$ cat src/rtl/time_set_controller_pkg.sv
// Shared definitions for the alarm-clock time-set controller: mode encodings,
// counter increment weights and a width helper for parameter-sized counters.
package time_set_controller_pkg;

  typedef enum logic [1:0] {
    MODE_RUN       = 2'd0,
    MODE_SET_TIME  = 2'd1,
    MODE_SET_ALARM = 2'd2
  } mode_e;

  // Weights of each increment in 1/100 s units, as seen by the counters.
  localparam int FRACTION_WEIGHT = 1;
  localparam int MINUTE_WEIGHT   = 6000;
  localparam int HOUR_WEIGHT     = 360000;
  localparam int DAY_MAX_COUNT   = 8639999;

  // Bits needed to count 0..value-1, never less than one.
  function automatic int clog2_min1(input int value);
    int w;
    w = $clog2(value);
    return (w < 1) ? 1 : w;
  endfunction

  function automatic mode_e next_mode_of(input mode_e cur);
    mode_e nxt;
    case (cur)
      MODE_RUN:       nxt = MODE_SET_TIME;
      MODE_SET_TIME:  nxt = MODE_SET_ALARM;
      MODE_SET_ALARM: nxt = MODE_RUN;
      default:        nxt = MODE_RUN;
    endcase
    return nxt;
  endfunction

endpackage

$ cat src/rtl/time_set_controller_if.sv
// Button levels into the controller and increment/enable/mode outputs to the
// time-of-day and alarm counters. The master side is the controller.
interface time_set_controller_if;

  logic       i_Mode_Btn;
  logic       i_Min_Btn;
  logic       i_Hr_Btn;

  logic       o_Time_Enable;
  logic       o_Time_Fraction_Inc;
  logic       o_Time_Minutes_Inc;
  logic       o_Time_Hours_Inc;
  logic       o_Alarm_Enable;
  logic       o_Alarm_Minutes_Inc;
  logic       o_Alarm_Hours_Inc;
  logic [1:0] o_Mode;
  logic       o_Set_Active;

  modport master (
    input  i_Mode_Btn,
    input  i_Min_Btn,
    input  i_Hr_Btn,
    output o_Time_Enable,
    output o_Time_Fraction_Inc,
    output o_Time_Minutes_Inc,
    output o_Time_Hours_Inc,
    output o_Alarm_Enable,
    output o_Alarm_Minutes_Inc,
    output o_Alarm_Hours_Inc,
    output o_Mode,
    output o_Set_Active
  );

  modport slave (
    output i_Mode_Btn,
    output i_Min_Btn,
    output i_Hr_Btn,
    input  o_Time_Enable,
    input  o_Time_Fraction_Inc,
    input  o_Time_Minutes_Inc,
    input  o_Time_Hours_Inc,
    input  o_Alarm_Enable,
    input  o_Alarm_Minutes_Inc,
    input  o_Alarm_Hours_Inc,
    input  o_Mode,
    input  o_Set_Active
  );

endinterface

$ cat src/rtl/time_set_controller_button_repeater.sv
// Turns a held button level into increment pulses: one on the press, another
// after REPEAT_DELAY cycles, then one every REPEAT_PERIOD cycles until release.
module button_repeater
  import time_set_controller_pkg::*;
#(
  parameter int REPEAT_DELAY  = 50000000,
  parameter int REPEAT_PERIOD = 10000000
) (
  input  logic i_Clk,
  input  logic i_Reset,
  input  logic i_Btn,
  input  logic i_Clear,
  output logic o_Pulse
);

  localparam int CNT_W = clog2_min1((REPEAT_DELAY > REPEAT_PERIOD) ? REPEAT_DELAY : REPEAT_PERIOD);
  localparam logic [CNT_W-1:0] DELAY_LAST  = CNT_W'(REPEAT_DELAY - 1);
  localparam logic [CNT_W-1:0] PERIOD_LAST = CNT_W'(REPEAT_PERIOD - 1);

  logic             btn_q;
  logic             lock_q;
  logic             in_period_q;
  logic [CNT_W-1:0] cnt_q;

  logic rise;
  logic held;
  logic term;

  // cnt_q counts cycles since the last pulse; term marks the cycle a repeat is due.
  always_comb begin
    rise    = i_Btn & ~btn_q;
    held    = i_Btn & btn_q;
    term    = held & (cnt_q == (in_period_q ? PERIOD_LAST : DELAY_LAST));
    o_Pulse = ~lock_q & ~i_Clear & (rise | term);
  end

  // A button held across reset or a mode change stays locked until it is released.
  always_ff @(posedge i_Clk) begin
    if (i_Reset || i_Clear) begin
      btn_q       <= i_Reset ? 1'b0 : i_Btn;
      lock_q      <= i_Btn;
      in_period_q <= 1'b0;
      cnt_q       <= '0;
    end else begin
      btn_q  <= i_Btn;
      lock_q <= lock_q & i_Btn;
      if (rise || !i_Btn) begin
        cnt_q       <= '0;
        in_period_q <= 1'b0;
      end else if (term) begin
        cnt_q       <= '0;
        in_period_q <= 1'b1;
      end else begin
        cnt_q <= cnt_q + CNT_W'(1);
      end
    end
  end

endmodule

$ cat src/rtl/time_set_controller.sv
// Alarm-clock sequencer: 1/100 s prescaler, RUN/SET_TIME/SET_ALARM mode machine
// with inactivity timeout, and routing of repeated minute/hour button pulses.
module time_set_controller
  import time_set_controller_pkg::*;
#(
  parameter int CLKS_PER_TICK  = 1000000,
  parameter int REPEAT_DELAY   = 50000000,
  parameter int REPEAT_PERIOD  = 10000000,
  parameter int TIMEOUT_CYCLES = 1000000000
) (
  input logic                   i_Clk,
  input logic                   i_Reset,
  time_set_controller_if.master bus
);

  localparam int PRESC_W = clog2_min1(CLKS_PER_TICK);
  localparam int IDLE_W  = clog2_min1(TIMEOUT_CYCLES);
  localparam logic [PRESC_W-1:0] PRESC_LAST = PRESC_W'(CLKS_PER_TICK - 1);
  localparam logic [IDLE_W-1:0]  IDLE_LAST  = IDLE_W'(TIMEOUT_CYCLES - 1);

  mode_e mode_q;
  mode_e mode_d;

  logic               mode_btn_q;
  logic               mode_rise;
  logic               any_btn;
  logic               timeout_hit;
  logic               mode_change;
  logic               running;
  logic [PRESC_W-1:0] presc_q;
  logic [IDLE_W-1:0]  idle_q;

  logic min_pulse;
  logic hr_pulse;

  logic frac_d;
  logic time_min_d;
  logic time_hr_d;
  logic alarm_min_d;
  logic alarm_hr_d;

  logic time_en_q;
  logic frac_q;
  logic time_min_q;
  logic time_hr_q;
  logic alarm_en_q;
  logic alarm_min_q;
  logic alarm_hr_q;
  logic set_active_q;

  // Mode next-state: a mode button edge takes priority over the idle timeout.
  always_comb begin
    mode_rise   = bus.i_Mode_Btn & ~mode_btn_q;
    any_btn     = bus.i_Mode_Btn | bus.i_Min_Btn | bus.i_Hr_Btn;
    timeout_hit = (mode_q != MODE_RUN) & ~any_btn & (idle_q == IDLE_LAST);
    mode_d      = mode_q;
    if (mode_rise) begin
      mode_d = next_mode_of(mode_q);
    end else if (timeout_hit) begin
      mode_d = MODE_RUN;
    end
    mode_change = (mode_d != mode_q);
  end

  always_ff @(posedge i_Clk) begin
    if (i_Reset) begin
      mode_q <= MODE_RUN;
    end else begin
      mode_q <= mode_d;
    end
  end

  // Prescaler is frozen at zero while the time is being set.
  always_ff @(posedge i_Clk) begin
    if (i_Reset) begin
      mode_btn_q <= 1'b0;
      presc_q    <= '0;
      idle_q     <= '0;
    end else begin
      mode_btn_q <= bus.i_Mode_Btn;
      if (!running || presc_q == PRESC_LAST) begin
        presc_q <= '0;
      end else begin
        presc_q <= presc_q + PRESC_W'(1);
      end
      if (mode_change || mode_q == MODE_RUN || any_btn) begin
        idle_q <= '0;
      end else begin
        idle_q <= idle_q + IDLE_W'(1);
      end
    end
  end

  button_repeater #(
    .REPEAT_DELAY  (REPEAT_DELAY),
    .REPEAT_PERIOD (REPEAT_PERIOD)
  ) u_min_repeater (
    .i_Clk   (i_Clk),
    .i_Reset (i_Reset),
    .i_Btn   (bus.i_Min_Btn),
    .i_Clear (mode_change),
    .o_Pulse (min_pulse)
  );

  button_repeater #(
    .REPEAT_DELAY  (REPEAT_DELAY),
    .REPEAT_PERIOD (REPEAT_PERIOD)
  ) u_hr_repeater (
    .i_Clk   (i_Clk),
    .i_Reset (i_Reset),
    .i_Btn   (bus.i_Hr_Btn),
    .i_Clear (mode_change),
    .o_Pulse (hr_pulse)
  );

  // Repeater pulses go to whichever counter the current mode is setting.
  always_comb begin
    running     = (mode_q != MODE_SET_TIME);
    frac_d      = running & (presc_q == PRESC_LAST);
    time_min_d  = min_pulse & (mode_q == MODE_SET_TIME);
    time_hr_d   = hr_pulse  & (mode_q == MODE_SET_TIME);
    alarm_min_d = min_pulse & (mode_q == MODE_SET_ALARM);
    alarm_hr_d  = hr_pulse  & (mode_q == MODE_SET_ALARM);
  end

  always_ff @(posedge i_Clk) begin
    if (i_Reset) begin
      time_en_q    <= 1'b0;
      frac_q       <= 1'b0;
      time_min_q   <= 1'b0;
      time_hr_q    <= 1'b0;
      alarm_en_q   <= 1'b0;
      alarm_min_q  <= 1'b0;
      alarm_hr_q   <= 1'b0;
      set_active_q <= 1'b0;
    end else begin
      time_en_q    <= frac_d | time_min_d | time_hr_d;
      frac_q       <= frac_d;
      time_min_q   <= time_min_d;
      time_hr_q    <= time_hr_d;
      alarm_en_q   <= alarm_min_d | alarm_hr_d;
      alarm_min_q  <= alarm_min_d;
      alarm_hr_q   <= alarm_hr_d;
      set_active_q <= (mode_d != MODE_RUN);
    end
  end

  assign bus.o_Time_Enable       = time_en_q;
  assign bus.o_Time_Fraction_Inc = frac_q;
  assign bus.o_Time_Minutes_Inc  = time_min_q;
  assign bus.o_Time_Hours_Inc    = time_hr_q;
  assign bus.o_Alarm_Enable      = alarm_en_q;
  assign bus.o_Alarm_Minutes_Inc = alarm_min_q;
  assign bus.o_Alarm_Hours_Inc   = alarm_hr_q;
  assign bus.o_Mode              = mode_q;
  assign bus.o_Set_Active        = set_active_q;

endmodule

$ cat src/flat_wrapper.sv
// flat-port wrapper written by rule: the top's interface ports become plain ports
module time_set_controller_flat import time_set_controller_pkg::*;
#(
  parameter int CLKS_PER_TICK  = 1000000,
  parameter int REPEAT_DELAY   = 50000000,
  parameter int REPEAT_PERIOD  = 10000000,
  parameter int TIMEOUT_CYCLES = 1000000000
)
  (i_Clk, i_Reset, bus_i_Mode_Btn, bus_i_Min_Btn, bus_i_Hr_Btn, bus_o_Time_Enable, bus_o_Time_Fraction_Inc, bus_o_Time_Minutes_Inc, bus_o_Time_Hours_Inc, bus_o_Alarm_Enable, bus_o_Alarm_Minutes_Inc, bus_o_Alarm_Hours_Inc, bus_o_Mode, bus_o_Set_Active);
  time_set_controller_if bus_i ();
  input logic i_Clk;
  input logic i_Reset;
  input wire logic [$bits(bus_i.i_Mode_Btn)-1:0] bus_i_Mode_Btn;
  input wire logic [$bits(bus_i.i_Min_Btn)-1:0] bus_i_Min_Btn;
  input wire logic [$bits(bus_i.i_Hr_Btn)-1:0] bus_i_Hr_Btn;
  output wire logic [$bits(bus_i.o_Time_Enable)-1:0] bus_o_Time_Enable;
  output wire logic [$bits(bus_i.o_Time_Fraction_Inc)-1:0] bus_o_Time_Fraction_Inc;
  output wire logic [$bits(bus_i.o_Time_Minutes_Inc)-1:0] bus_o_Time_Minutes_Inc;
  output wire logic [$bits(bus_i.o_Time_Hours_Inc)-1:0] bus_o_Time_Hours_Inc;
  output wire logic [$bits(bus_i.o_Alarm_Enable)-1:0] bus_o_Alarm_Enable;
  output wire logic [$bits(bus_i.o_Alarm_Minutes_Inc)-1:0] bus_o_Alarm_Minutes_Inc;
  output wire logic [$bits(bus_i.o_Alarm_Hours_Inc)-1:0] bus_o_Alarm_Hours_Inc;
  output wire logic [$bits(bus_i.o_Mode)-1:0] bus_o_Mode;
  output wire logic [$bits(bus_i.o_Set_Active)-1:0] bus_o_Set_Active;
  assign bus_i.i_Mode_Btn = bus_i_Mode_Btn;
  assign bus_i.i_Min_Btn = bus_i_Min_Btn;
  assign bus_i.i_Hr_Btn = bus_i_Hr_Btn;
  assign bus_o_Time_Enable = bus_i.o_Time_Enable;
  assign bus_o_Time_Fraction_Inc = bus_i.o_Time_Fraction_Inc;
  assign bus_o_Time_Minutes_Inc = bus_i.o_Time_Minutes_Inc;
  assign bus_o_Time_Hours_Inc = bus_i.o_Time_Hours_Inc;
  assign bus_o_Alarm_Enable = bus_i.o_Alarm_Enable;
  assign bus_o_Alarm_Minutes_Inc = bus_i.o_Alarm_Minutes_Inc;
  assign bus_o_Alarm_Hours_Inc = bus_i.o_Alarm_Hours_Inc;
  assign bus_o_Mode = bus_i.o_Mode;
  assign bus_o_Set_Active = bus_i.o_Set_Active;
  time_set_controller #(.CLKS_PER_TICK(CLKS_PER_TICK), .REPEAT_DELAY(REPEAT_DELAY), .REPEAT_PERIOD(REPEAT_PERIOD), .TIMEOUT_CYCLES(TIMEOUT_CYCLES)) u_core (.i_Clk(i_Clk), .i_Reset(i_Reset), .bus(bus_i));
endmodule
$ cat config.mk
export PLATFORM = sky130hd
export DESIGN_NAME = time_set_controller_flat
export DESIGN_NICKNAME = d
export VERILOG_FILES = /design/src/rtl/time_set_controller_pkg.sv /design/src/rtl/time_set_controller_if.sv /design/src/rtl/time_set_controller_button_repeater.sv /design/src/rtl/time_set_controller.sv /design/src/flat_wrapper.sv
export SDC_FILE = /design/constraint.sdc
export NUM_CORES = 1
export LEC_CHECK = 0
export BUFFER_PORTS_ARGS = -buffer_cell sky130_fd_sc_hd__buf_2
export CORE_MARGIN = 4
export CORE_UTILIZATION = 30
export DETAILED_ROUTE_END_ITERATION = 6
export PLACE_DENSITY = 0.52
export SYNTH_ARGS = -nofsm -noshare
export SYNTH_HDL_FRONTEND = slang
export SYNTH_HIERARCHICAL = 1
export SYNTH_SLANG_ARGS = --single-unit
$ cat constraint.sdc
create_clock -name i_Clk -period 6.6 [get_ports i_Clk]
set_input_delay 0.66 -clock i_Clk [delete_from_list [all_inputs] [get_ports i_Clk]]
set_output_delay 0.66 -clock i_Clk [all_outputs]
set_load 0.01 [all_outputs]
### Word-level counts from Yosys, hierarchy flattened

Cells that the tools add are included.

* register bits after elaboration: 119
* input port bits: 5
* output and inout port bits: 10
* word-level logic and storage cells: 95

* add/sub/neg operators: 4
* equality and inequality tests: 8
* mux-type cells: 11
* bitwise gates (word level): 34
* reduce and logical (&&, ||, !) cells: 18

Operators by type and width (count)
* $add 26x1->26 const B: 2
* $eq 26x26->1: 2
* $mux 26: 2
* $add 30x1->30 const B: 1
* $eq 30x30->1 const B: 1
* $add 20x1->20 const B: 1
* $and 1x1->1: 20
* $eq 20x20->1 const B: 1
* $reduce_or 2->1: 4
* $not 1->1: 7
* $or 1x1->1: 7
* $logic_or 1x1->1: 6
* $mux 1: 6
* $reduce_or 3->1: 2
* $mux 2: 2
* $pmux 2 s2: 1
* $reduce_bool 2->1: 2
* $logic_not 1->1: 3
* $eq 2x1->1 const B: 1
* $eq 2x2->1 const B: 1
* $logic_not 2->1: 1
* $ne 2x1->1 const B: 1
* $ne 2x2->1: 1

### Logic depth before layout (Yosys ltp)

* depth in word-level cells: 14
* mapped depth: 9
* gate-level depth less buffers: 8

### Cells and area by module

The synthesis kept the hierarchy.

By module, submodules not included
* time_set_controller: times used 1, cells each 326, area each 2910.3 µm², sequential area each 1221.2 µm²
* button_repeater: times used 2, cells each 154, area each 1398.8 µm², sequential area each 580.6 µm²

### Worst setup path after synthesis

No wires, ideal clock.

* kind: reg-to-reg
* start: register u_core.idle_q[0]
* end: register u_core.u_hr_repeater.cnt_q[2]
* setup time: 130 ps
* arrival: 2250 ps
* data required time: 6470 ps
* slack: 4220 ps
* cell stages (with the launch flop): 9
* path buffers: 2
* path through: dfxtp_1 -> ha_1 -> clkbuf_1 -> nand2_1 -> nor4_4 -> a21o_1 -> nand3b_1 -> clkbuf_1 -> nor3_1

* longest elaborated chain between the ends: 7

RTL lines
* from (decl): line time_set_controller.sv:31 `logic [IDLE_W-1:0] idle_q;`
* from (signal assigned): line time_set_controller.sv:89 `idle_q <= idle_q + IDLE_W'(1);`
* $eq 30x30->1: line time_set_controller.sv:55 `timeout_hit = (mode_q != MODE_RUN) & ~any_btn & (idle_q == IDLE_LAST);`
* $and 1x1->1: line time_set_controller.sv:55
* $mux 2: line time_set_controller.sv:59 `end else if (timeout_hit) begin`
* $mux 2: line time_set_controller.sv:57 `if (mode_rise) begin`
* $ne 2x2->1: line time_set_controller.sv:62 `mode_change = (mode_d != mode_q);`
* net u_core.mode_change: line time_set_controller.sv:28 `logic mode_change;`
* $logic_or 1x1->1: line time_set_controller_button_repeater.sv:39 `if (i_Reset || i_Clear) begin`
* $reduce_or 3->1 (no line)
* to (signal assigned): line time_set_controller_button_repeater.sv:54 `cnt_q <= cnt_q + CNT_W'(1);`
* to (decl): line time_set_controller_button_repeater.sv:23 `logic [CNT_W-1:0] cnt_q;`

The timed path passes the listed nets, and every way through them passes these cells.
A chain may end at the register's enable or synchronous reset.

### Final worst setup path

* start: register u_core.idle_q[2]
* end: register u_core.u_hr_repeater.in_period_q

* longest elaborated chain between the ends: 7

RTL lines
* $eq 30x30->1: line time_set_controller.sv:55
* $and 1x1->1: line time_set_controller.sv:55
* $mux 2: line time_set_controller.sv:59
* $mux 2: line time_set_controller.sv:57
* $ne 2x2->1: line time_set_controller.sv:62
* net u_core.mode_change: line time_set_controller.sv:28
* $logic_or 1x1->1: line time_set_controller_button_repeater.sv:39
* $reduce_or 2->1 (no line)
* to (signal assigned): line time_set_controller_button_repeater.sv:42 `in_period_q <= 1'b0;`
* to (signal assigned): line time_set_controller_button_repeater.sv:49 `in_period_q <= 1'b0;`
* to (signal assigned): line time_set_controller_button_repeater.sv:52 `in_period_q <= 1'b1;`
* to (decl): line time_set_controller_button_repeater.sv:22 `logic in_period_q;`

The timed path passes the listed nets, and every way through them passes these cells.

==> reports/metrics.cfg <==
[grt]
grt_use_met3_pct = 4.02
grt_remaining_overflow = 0
grt_start_max_net_pins = 31
grt_pass1_vias = 4562
antenna_found_initial = 0
grt_pass1_wl_microns = 22300
top_usage_layer = met2
met2_usage_pct = 20.3
use_met1_pct = 15.3
grt_use_total_pct = 12.5

[hold_path]
min_to = u_core/u_hr_repeater/cnt_q[0]
hold_depth = 1
hold_path.class = reg2reg
worstHoldStart = u_core/u_hr_repeater/cnt_q[0]

[worst_setup_path]
r2r_cells = 6
reg2reg_to = u_core/u_hr_repeater/in_period_q
required_ps = 6900
crit_arrival_ps = 3170
cp_max_fo = 27
rr_startpoint = u_core/idle_q[2]
cp-start-kind = register
worstSetupEndpointType = register
rrSetupSlack_ps = 3730
worstSetupPathType = reg2reg

[clock_network]
post_cts_resized = 0
h-tree-depth = 4
clkTransAtPathRegs_ps = 50
tritoncts.num_buffers = 17
cts_tree = done
post_cts_buffers = 0
cts.path.max_buffers = 2
clock_latency_ps = 420
hold_buffers = 0
cts.sinks = 119
cts_root_buf = clkbuf_16

[synth]
yosys.area_share.adder_pct = 0.877
synthXorXnorAreaFrac_pct = 7.98
syn-cell-area_sq_um = 5710
yosysTopAreaCell = dfxtp_1
synth_area_leaders = dfxtp_1, a211oi_1, xnor2_1
synthSimpleGateAreaFrac_pct = 32.7
yosysWarningCount = 6
synth_top_family_by_area = simple AND/OR/NAND/NOR gates
synthArstFlopShare_pct = 0
synth_compound_area_share_pct = 13.1
ys_ff_latch = 119
ys.flop_type = dfxtp_1
synth.distinct_cells = 46
syn-mean-instance-area_sq_um = 9.00
yosysTopAreaCellShare_pct = 41.7
synth_edf_count = 0
synth_mux_area_share_pct = 0
ys_seq_area_share_pct = 41.7
syn_inst = 634
synth_nets = 643

[sta]
worst_pin_slew_ps = 1090
relSlewSlack_pct = 27.0
maxSlewViolCount = 0
rsz0062_at_grt = no
setup-violations-final = 0
fin_crit_ps = 2870
fin_skew_ps = 12.2
hold_violations = 0
setup-tns-final_ps = 0
fmax_ghz = 0.348
min_period_over_period_pct = 43.5

[pwr]
pwr-share-comb_pct = 4.2
p_leak_nw = 1.92
power_density_nw_per_um2 = 279
peakVddDrop_mv = 0.167
power_frac_clock_pct = 54.9
power_switching_mw = 0.373
seq_power_share_pct = 40.8
swShare_pct = 20.4
internal_power_mw = 1.46

[routing]
drc = 0
drtIter0Drc = 334
wl_microns = 12900
drtAntennaViolNets = 0
dr.pass1.iters = 4
wl_per_cell_microns = 14.5
vias_per_cell = 5.41
vias = 4813

[final_layout]
drive_gt1_share_pct = 9.16
diodes = 0
finalInstanceArea_sq_um = 6580
final_common_cell = dfxtp_1
syn_to_final_growth_pct = 15.2
final_cell_mix = dfxtp_1, nand2_1, nor3_1, nor2_1, a211oi_1
fin_nets = 653

[floorplanning]
core_area_sq_um = 18700
die_area_sq_um = 21300
fp.dieH_microns = 146
dieWidth_microns = 146
initial_core_util_pct = 30.5
io-pin-count = 15
rows = 50

[placement]
hpwl_microns = 8890
gp_congestion = 0.769
port_buffers = 14
place_area_sq_um = 5930

[run]
timing.max_cap.violations = 0

[status]
outcome = complete, no violations

synthesized netlist by cell type (all sizes together), types with 12 or more instances:
master	n
o31ai	16
nor2	40
nor3	43
nand2	43
or4	20
inv	12
dfxtp	119
clkbuf	13
nand3	36
nand4	28
or3	31
and4	15
xor2	19
xnor2	33
buf	13
a211oi	41
nor4	16
o21ai	29
power by group through the flow:
stage / Clock (mW) / Sequential, mW / Combinational [mW]
after floorplan: 0 / 0.763 / 0.0540
after global placement: 0 / 0.762 / 0.0772
after detailed placement: 0 / 0.763 / 0.0782
after CTS: 1.04 / 0.748 / 0.0793
after global routing: 1.07 / 0.750 / 0.0889
final: 1.01 / 0.748 / 0.0777
through the flow:
step | hold WS [ps] | worst slack (ps) | power, mW | util [%] | cells
final | 455 | 3730 | 1.83 | 35.2 | 889
after global placement | 431 | 3800 | 0.839 | 31.7 | 859
after floorplan | 417 | 4220 | 0.817 | - | 634
after detailed placement | 448 | 3730 | 0.841 | 31.7 | 859
after global routing | 487 | 3480 | 1.90 | 35.2 | 889
after CTS | 458 | 3720 | 1.86 | 35.2 | 889
sequential cells by signal, indices dropped and copies added (netlist names), 2 cells and up:
register / cells
u_core/u_hr_repeater/cnt_q: 26
u_core/idle_q: 30
u_core/presc_q: 20
u_core/u_min_repeater/cnt_q: 26
u_core/bus.o_Mode: 2
layout make-up:
type	instances	area [sq um]
Clock buffer	22	474
Clock inverter	8	169
Fill cell	1881	12100
Inverter	12	45.0
Multi-Input combinational cell	477	3120
Sequential cell	119	2380
Tap cell	234	293
Timing Repair Buffer	17	92.6
worst max path at each step:
stage	endpoint	cells after the start	startpoint
4_1_cts	u_core/bus.o_Time_Enable	7	u_core/u_hr_repeater/cnt_q[17]
6_report	u_core/u_hr_repeater/in_period_q	6	u_core/idle_q[2]
5_1_grt	u_core/u_min_repeater/in_period_q	6	u_core/idle_q[2]
2_1_floorplan	u_core/u_hr_repeater/cnt_q[2]	8	u_core/idle_q[0]
3_3_place_gp	u_core/bus.o_Time_Enable	7	u_core/u_hr_repeater/cnt_q[17]
3_5_place_dp	u_core/bus.o_Time_Enable	7	u_core/u_hr_repeater/cnt_q[17]
worst max-delay path, cell delays in order, from the launching register on:
cell and delay (ps):
dfxtp_1 410, and4_1 480, nand2_1 190, nor4_4 350
a21o_1 250, nand3b_1 800, o21ba_2 260
cells by family (layout without fill, tap and decap cells):
group,count (synthesis),after routing
and+or+nand+nor,318,318
DFF,119,119
AOI/OAI and AO/OA,103,103
xor gates and xnor gates,52,52
buffers and inverters,38,59
adders and majority gates,4,4
metal layers:
layer,vias to the layer above,wire length (microns),part of all wire (%)
met3,19,425,3.3
li1,2409,-,-
met1,2325,5940,46
met2,60,6290,49
met4,0,261,2.0
met5,-,0,0
No activity file was read; power rests on OpenSTA's default activity.
